File: src/rtl/serial_rx.sv
// serial_rx: asynchronous serial line receiver (8N1 by default, LSB first).
// A 2-flop synchroniser, 3-sample majority vote at mid-bit, false-start
// rejection, framing error strobe and optional parity check.
// Optional feature macro: SERIAL_RX_PARITY_EN adds one parity bit after the
// data bits (sense chosen by ODD_PARITY); without it PARITY_ERR is tied low.
module serial_rx #(
    parameter int CLK_DIV    = 27,
    parameter int OVERSAMPLE = 16,
    parameter int DATA_BITS  = 8,
    parameter int ODD_PARITY = 0
) (
    input  logic                 CLK,
    input  logic                 RST,
    input  logic                 SERIAL_IN,
    output logic [DATA_BITS-1:0] BYTE_OUT,
    output logic                 BYTE_RDY,
    output logic                 FRAME_ERR,
    output logic                 PARITY_ERR
);
    localparam int DIV_W = (CLK_DIV > 1) ? $clog2(CLK_DIV) : 1;
    localparam int BT_W  = $clog2(OVERSAMPLE);
    localparam int NB_W  = 5;
    localparam int MID   = OVERSAMPLE / 2;

    generate
        if (CLK_DIV < 1 || OVERSAMPLE < 4 || (OVERSAMPLE % 2) != 0 ||
            DATA_BITS < 1 || DATA_BITS > 16 ||
            (ODD_PARITY != 0 && ODD_PARITY != 1)) begin : g_param_check
            $error("serial_rx: illegal parameter combination");
        end
    endgenerate

    typedef enum logic [2:0] {S_IDLE, S_START, S_DATA, S_PARITY, S_STOP} state_t;

    state_t               r_state;
    state_t               w_state_next;
    logic                 r_sync1;
    logic                 r_sync2;
    logic                 r_rx_prev;
    logic [DIV_W-1:0]     r_div;
    logic [BT_W-1:0]      r_bt;
    logic [NB_W-1:0]      r_nbit;
    logic [1:0]           r_hist;
    logic [DATA_BITS-1:0] r_shift;
    logic [DATA_BITS-1:0] w_shift_next;
    logic                 w_tick;
    logic                 w_fall;
    logic                 w_vote;
    logic                 w_mid;
    logic                 w_wrap;
    logic                 w_start_det;
    logic                 w_shift_en;
    logic                 w_nbit_inc;
    logic                 w_load;
    logic                 w_ferr;
`ifdef SERIAL_RX_PARITY_EN
    logic                 r_par;
    logic                 w_par_en;
    logic                 w_par_mismatch;
`endif

    // Sample tick, falling-edge detect and majority of the last three samples
    // (the two stored ones plus the one being taken on this tick).
    assign w_tick = (r_div == DIV_W'(CLK_DIV - 1));
    assign w_fall = r_rx_prev & ~r_sync2;
    assign w_vote = (r_hist[1] & r_hist[0]) | (r_hist[1] & r_sync2) | (r_hist[0] & r_sync2);
    assign w_mid  = w_tick && (r_bt == BT_W'(MID));
    assign w_wrap = w_tick && (r_bt == BT_W'(OVERSAMPLE - 1));

    // New data bit enters from the MSB side so the first (LSB) bit ends at bit 0.
    always_comb begin
        w_shift_next                = r_shift >> 1;
        w_shift_next[DATA_BITS-1]   = w_vote;
    end

    // Bring the asynchronous line into the clock domain; keep previous value for edge detect.
    always_ff @(posedge CLK) begin
        if (RST) begin
            r_sync1   <= 1'b1;
            r_sync2   <= 1'b1;
            r_rx_prev <= 1'b1;
        end else begin
            r_sync1   <= SERIAL_IN;
            r_sync2   <= r_sync1;
            r_rx_prev <= r_sync2;
        end
    end

    // Tick divider and bit/bit-count counters; all re-phased to the start edge.
    always_ff @(posedge CLK) begin
        if (RST || w_start_det) begin
            r_div  <= '0;
            r_bt   <= '0;
            r_nbit <= '0;
        end else begin
            r_div <= w_tick ? '0 : r_div + 1'b1;
            if (w_tick) begin
                r_bt <= (r_bt == BT_W'(OVERSAMPLE - 1)) ? '0 : r_bt + 1'b1;
            end
            if (w_nbit_inc) begin
                r_nbit <= r_nbit + 1'b1;
            end
        end
    end

    // Sample history and received-word shift register (data path, no reset needed).
    always_ff @(posedge CLK) begin
        if (w_tick) begin
            r_hist <= {r_hist[0], r_sync2};
        end
        if (w_shift_en) begin
            r_shift <= w_shift_next;
        end
`ifdef SERIAL_RX_PARITY_EN
        if (w_par_en) begin
            r_par <= w_vote;
        end
`endif
    end

    // FSM state register.
    always_ff @(posedge CLK) begin
        if (RST) begin
            r_state <= S_IDLE;
        end else begin
            r_state <= w_state_next;
        end
    end

    // FSM next state and per-cycle action strobes.
    always_comb begin
        w_state_next = r_state;
        w_start_det  = 1'b0;
        w_shift_en   = 1'b0;
        w_nbit_inc   = 1'b0;
        w_load       = 1'b0;
        w_ferr       = 1'b0;
`ifdef SERIAL_RX_PARITY_EN
        w_par_en     = 1'b0;
`endif
        case (r_state)
            S_IDLE: begin
                if (w_fall) begin
                    w_start_det  = 1'b1;
                    w_state_next = S_START;
                end
            end
            S_START: begin
                if (w_mid && w_vote) begin
                    w_state_next = S_IDLE;
                end else if (w_wrap) begin
                    w_state_next = S_DATA;
                end
            end
            S_DATA: begin
                if (w_mid) begin
                    w_shift_en = 1'b1;
                end
                if (w_wrap) begin
                    if (r_nbit == NB_W'(DATA_BITS - 1)) begin
`ifdef SERIAL_RX_PARITY_EN
                        w_state_next = S_PARITY;
`else
                        w_state_next = S_STOP;
`endif
                    end else begin
                        w_nbit_inc = 1'b1;
                    end
                end
            end
`ifdef SERIAL_RX_PARITY_EN
            S_PARITY: begin
                if (w_mid) begin
                    w_par_en = 1'b1;
                end
                if (w_wrap) begin
                    w_state_next = S_STOP;
                end
            end
`endif
            S_STOP: begin
                // Leave at mid-stop so the next start edge is caught even with rate mismatch.
                if (w_mid) begin
                    w_state_next = S_IDLE;
                    if (w_vote) begin
                        w_load = 1'b1;
                    end else begin
                        w_ferr = 1'b1;
                    end
                end
            end
            default: w_state_next = S_IDLE;
        endcase
    end

    // Registered output word and one-cycle strobes.
    always_ff @(posedge CLK) begin
        if (RST) begin
            BYTE_OUT  <= '0;
            BYTE_RDY  <= 1'b0;
            FRAME_ERR <= 1'b0;
        end else begin
            BYTE_RDY  <= w_load;
            FRAME_ERR <= w_ferr;
            if (w_load) begin
                BYTE_OUT <= r_shift;
            end
        end
    end

`ifdef SERIAL_RX_PARITY_EN
    assign w_par_mismatch = ((^r_shift) ^ r_par) != (ODD_PARITY != 0);

    // Parity error accompanies the delivered word.
    always_ff @(posedge CLK) begin
        if (RST) begin
            PARITY_ERR <= 1'b0;
        end else begin
            PARITY_ERR <= w_load & w_par_mismatch;
        end
    end
`else
    assign PARITY_ERR = 1'b0;
`endif

endmodule

File: config.mk
export PLATFORM = sky130hd
export DESIGN_NAME = serial_rx
export DESIGN_NICKNAME = d
export VERILOG_FILES = /design/src/rtl/serial_rx.sv
export SDC_FILE = /design/constraint.sdc
export NUM_CORES = 1
export LEC_CHECK = 0
export ABC_AREA = 1
export CORE_ASPECT_RATIO = 1.1
export CORE_UTILIZATION = 56
export DETAILED_ROUTE_END_ITERATION = 12
export PLACE_DENSITY = 0.89
export REMOVE_ABC_BUFFERS = 1
export SLEW_MARGIN = 25
export SYNTH_ARGS = -nofsm -noshare
export SYNTH_HDL_FRONTEND = slang
export SYNTH_SLANG_ARGS = --single-unit
File: constraint.sdc
create_clock -name CLK -period 2.05 [get_ports CLK]
set_input_delay 0.41 -clock CLK [delete_from_list [all_inputs] [get_ports CLK]]
set_output_delay 0.41 -clock CLK [all_outputs]
set_load 0.05 [all_outputs]
## After elaboration in Yosys (flattened, before gate mapping)

Cells that the tools add are included.
W data, S select, Z words.

| word-level totals | value |
|---|---|
| bits in registers | 40 |
| latch bits | 0 |
| bits in writable memories | 0 |
| ROM bits | 0 |
| bits of input ports | 3 |
| output and inout port bits | 11 |
| logic and storage cells | 63 |
| memories | 0 |

| cells by class | value |
|---|---|
| add/subtract/negate cells | 3 |
| multiply operators | 0 |
| divide/modulo/power cells | 0 |
| magnitude comparators | 0 |
| eq/ne operators | 12 |
| shift operators | 0 |
| mux-type cells | 19 |
| bitwise operators | 9 |
| reductions and logical operators | 8 |

Operator list:

| cell | number |
|---|---|
| $mux W3 | 6 |
| $pmux W3 S4 | 1 |
| $mux W1 | 11 |
| $add A5 B1 Y5 const B | 2 |
| $eq A4 B4 Y1 const B | 2 |
| $ne A2 B2 Y1 const B | 4 |
| $eq A5 B3 Y1 const B | 1 |
| $eq A5 B5 Y1 const B | 1 |
| $reduce_and A5 Y1 | 1 |
| $add A4 B1 Y4 const B | 1 |
| $and A1 B1 Y1 | 4 |
| $mux W4 | 1 |
| $eq A3 B1 Y1 const B | 1 |
| $eq A3 B2 Y1 const B | 1 |
| $eq A3 B3 Y1 const B | 1 |
| $logic_and A1 B1 Y1 | 3 |
| $logic_not A3 Y1 | 1 |
| $ne A3 B3 Y1 const B | 1 |
| $not A1 Y1 | 3 |
| $reduce_or A3 Y1 | 1 |
| $or A1 B1 Y1 | 2 |
| $reduce_or A2 Y1 | 1 |
| $logic_or A1 B1 Y1 | 1 |

## Depth between registers and ports, before layout

| depth | value |
|---|---|
| depth after elaboration | 6 |
| depth in mapped cells | 12 |

## Worst setup path before layout

OpenSTA, ideal clock, no wires.

| timing path | value |
|---|---|
| kind | flip-flop to flip-flop |
| from | register r_div[0] |
| to | register r_shift[0], enable pin |
| setup time | 0.370 ns |
| arrival | 1.302 ns |
| setup slack | 0.377 ns |
| stages on the path, launching flop included | 9 |
| buffers on the path | 0 |
| path through | dfxtp_1 inv_1 ha_1 nand2_1 inv_1 nand2_4 nor2_1 inv_1 nor2_1 |

| on the way | value |
|---|---|
| cells in the longest elaborated chain, start to end | 4 |

Ends and longest elaborated chain:

| element | line | source |
|---|---|---|
| start, declared | 40 | `logic [DIV_W-1:0] r_div;` |
| start signal, assigned | 96 | `r_div <= w_tick ? '0 : r_div + 1'b1;` |
| $eq A5 B5 Y1 | 64 | `assign w_tick = (r_div == DIV_W'(CLK_DIV - 1));` |
| $logic_and A1 B1 Y1 | 67 | `assign w_mid = w_tick && (r_bt == BT_W'(MID));` |
| $mux W1 | 156 | `if (w_mid) begin` |
| $mux W1 | 141 | `case (r_state)` |
| named net w_shift_en | 52 | `logic w_shift_en;` |
| end signal, assigned | 112 | `r_shift <= w_shift_next;` |
| end, declared | 44 | `logic [DATA_BITS-1:0] r_shift;` |

The timed path passes the listed nets, and every way through them passes these cells.
A chain may end at the register's enable or synchronous reset.

## Final worst setup path

| timing path | value |
|---|---|
| from | register BYTE_OUT[0] |
| to | output port BYTE_OUT[0] |

RTL lines:

| element | line | source |
|---|---|---|
| start, declared | 15 | `output logic [DATA_BITS-1:0] BYTE_OUT,` |
| start signal, assigned | 206 | `BYTE_OUT <= r_shift;` |

No word-level cell between the ends.

==> metrics.md <==
| Metric | Value |
|---|---|
| CP endpoint kind | `primary output` |
| Top_reg_cell synth | `dfxtp_1` |
| Startpoint class of the critical path | `register` |
| Tcrit/Tclk final | `93.5%` |
| Ports | `14` |
| Die Wd | `54.2 um` |
| Max Root-Sink Buffers | `2` |
| Register share of total power | `61.4%` |
| Power Density | `735 mW/mm^2` |
| Routability congestion estimate | `0.808` |
| CTS tree | `done` |
| Layout cells sized above 1 | `12.4%` |
| Die area | `0.00321 mm^2` |
| Delay-heaviest family, CP | `buffers and inverters` |
| Slowest stage cell, crit path | `clkdlybuf4s50_1` |
| Status | `complete, no violations` |
| CTS H-Tree Depth | `2` |
| Tot GR Track Use | `22.8%` |
| Core area | `0.00280 mm^2` |
| Net count, final | `216` |
| Final WL | `2920 um` |
| Worst path required time | `1.64 ns` |
| CP Buf/Inv Count | `1` |
| CTS buffer count | `5` |
| Sequential area share after synthesis | `53.8%` |
| Kind of critical path | `reg2out` |
| WL/cell | `12.1 um` |
| Post_cts resized | `0` |
| Final min period | `1.92 ns` |
| Vias per cell | `5.17` |
| Synthesized area per cell | `8.86 um^2` |
| Row cnt | `20` |
| GRT overflow | `0` |
| Fmax | `522 MHz` |
| Ys async rst share | `0%` |
| CP Cell Sequence | `clkdlybuf4s50_1` |
| Vias in the first global route | `1268` |
| Worst r2r src | `r_div[0]` |
| Antenna violations before repair | `0` |
| LEAKAGE | `0.753 nW` |
| Setup TNS | `0 ns` |
| EDFF count, synth | `10` |
| Hold WS | `0.416 ns` |
| Slew Limit Fails | `0` |
| Slowest stage delay, CP | `0.80 ns` |
| CTS clk-pin slew, worst paths | `0.11 ns` |
| Buffers on Ports | `12` |
| #FFs+latches synth | `40` |
| Via Count | `1251` |
| Hpwl dp | `2180 um` |
| Setup Buffers After CTS | `0` |
| Layout area overhead | `12.8%` |
| Count of final setup violators | `0` |
| Hold buffer count at CTS | `0` |
| DR pass1 iterations | `4` |
| CTS sink cnt | `40` |
| Internal power | `1.02 mW` |
| Hold path start | `r_sync1` |
| Distinct cells, synth | `27` |
| RSZ-0062 raised after global routing | `no` |
| Worst Skew | `0.0101 ns` |
| Worst hold path type | `reg2reg` |
| Synthesis warning total | `0` |
| Sw Share | `26.3%` |
| Area share of the largest cell type after synthesis | `35.8%` |
| First-pass GRT wire length | `5120 um` |
| Top cells by count, synth | `32 x nor2_1, 30 x dfxtp_1, 28 x nand2_1` |
| Top area cells in the synthesized netlist | `dfxtp_1 36%, edfxtp_1 18%, nor2_1 7.2%` |
| Max IR drop VDD | `663 uV` |
| Post-route ant nets | `0` |
| CP Launch Point | `BYTE_OUT[0]` |
| Largest area contributor in the netlist | `dfxtp_1` |
| Clock Latency Late Sink | `0.34 ns` |
| Diode count | `0` |
| Net Switching | `0.366 mW` |
| Post-Syn Area | `0.00168 mm^2` |
| Logic gate share of total power | `12.0%` |
| Clock Power Share | `26.5%` |
| Post-Synthesis Cells | `189` |
| Hold Vio Cnt, Final | `0` |
| CTS root buf | `clkbuf_4` |
| CP Max Fanout | `2` |
| Die H | `59.4 um` |
| DRC violations left | `0` |
| Initial Util | `59.8%` |
| Initial DRC Count | `31` |
| Top-count cell post-synth | `nor2_1` |
| CP arrival | `1.51 ns` |
| Max cap viols | `0` |
| Largest net degree at the start of global routing | `13` |
## layout by cell type (no fill, tap or decap), types with 2 or more instances in the layout
cell type | netlist | layout
ha_1 | 5 | 5
o21ai_0 | 11 | 11
a21oi_1 | 9 | 9
nand3_1 | 13 | 13
inv_1 | 17 | 17
inv_2 | 4 | 4
edfxtp_1 | 10 | 10
clkbuf_4 | 0 | 5
dfxtp_1 | 30 | 30
nand2_1 | 28 | 28
nor3_1 | 3 | 3
xor2_1 | 5 | 5
or2_2 | 3 | 3
nor2_2 | 2 | 2
buf_4 | 1 | 2
clkbuf_1 | 1 | 2
nor2_1 | 32 | 32
nor2_4 | 5 | 5
clkdlybuf4s50_1 | 0 | 12
## per-stage QoR
step	worst slack (ns)	total power [mW]	area (um^2)	util, %	instances
2_1_floorplan	0.377	1.00	1660	-	187
3_3_place_gp	0.383	1.03	1840	65.7	234
3_5_place_dp	0.336	1.04	1840	65.7	234
4_1_cts	0.121	1.41	1890	67.5	242
5_1_grt	0.0579	1.47	1890	67.5	242
6_report	0.133	1.39	1890	67.5	242
## worst register-to-register path, stage by stage, from the launching register on
cell and delay (ns):
dfxtp_1 0.35, inv_1 0.06, ha_1 0.16, nand2_1 0.10, inv_1 0.11, nand2_4 0.09, nor2_1 0.14, inv_1 0.08
nor2_1 0.09, buf_4 0.17
## power by group through the flow
stage / sequential (mW) / clock (mW) / combinational [mW]
2_1_floorplan: 0.865 / 0 / 0.135
3_3_place_gp: 0.870 / 0 / 0.162
3_5_place_dp: 0.872 / 0 / 0.168
4_1_cts: 0.854 / 0.383 / 0.169
5_1_grt: 0.859 / 0.418 / 0.194
6_report: 0.854 / 0.369 / 0.167
## kinds of logic (layout without fill, tap and decap cells)
| logic type | Yosys count | count (layout) | synth area share, % |
|---|---|---|---|
| AO/OA/AOI/OAI | 21 | 21 | 6.42 |
| XOR/XNOR | 6 | 6 | 3.14 |
| adder cells (fa/ha/maj) | 5 | 5 | 3.73 |
| buffers and inverters | 23 | 43 | 5.38 |
| flip-flops | 40 | 40 | 53.8 |
| other | 1 | 1 | 0.224 |
| AND/OR/NAND/NOR | 93 | 93 | 27.3 |
## cell type report
cell class / count / area (um^2)
Fill cell: 247 / 912
Sequential cell: 40 / 901
Multi-Input combinational cell: 126 / 684
Timing Repair Buffer: 14 / 135
Inverter: 21 / 78.8
Clock buffer: 7 / 45.0
Tap cell: 33 / 41.3
Clock inverter: 1 / 5.00
## worst paths after layout
| kind | endpoint | slack (ns) | cells after the start |
|---|---|---|---|
| worst max-delay path | BYTE_OUT[0] | 0.13 | 1 |
| worst min-delay path | r_sync2 | 0.42 | 1 |
| worst max register to register | r_shift[7] | 0.42 | 9 |
| worst min register to register | r_sync2 | 0.42 | 1 |
## state kept, by name, summed over array words and instances (netlist names)
register   flops
BYTE_OUT       8
r_shift        8
r_div          5
r_nbit         5
r_bt           4
r_state        3
r_hist         2
BYTE_RDY       1
FRAME_ERR      1
r_rx_prev      1
r_sync1        1
r_sync2        1
## layer usage
| metal | GRT usage, % | wire length [um] | up-vias |
|---|---|---|---|
| li1 | - | - | 643 |
| met1 | 23.6 | 1250 | 578 |
| met2 | 39.4 | 1490 | 24 |
| met3 | 7.95 | 113 | 6 |
| met4 | 12.1 | 65 | 0 |
| met5 | 0 | 0 | - |
No activity file was read; power rests on OpenSTA's default activity.
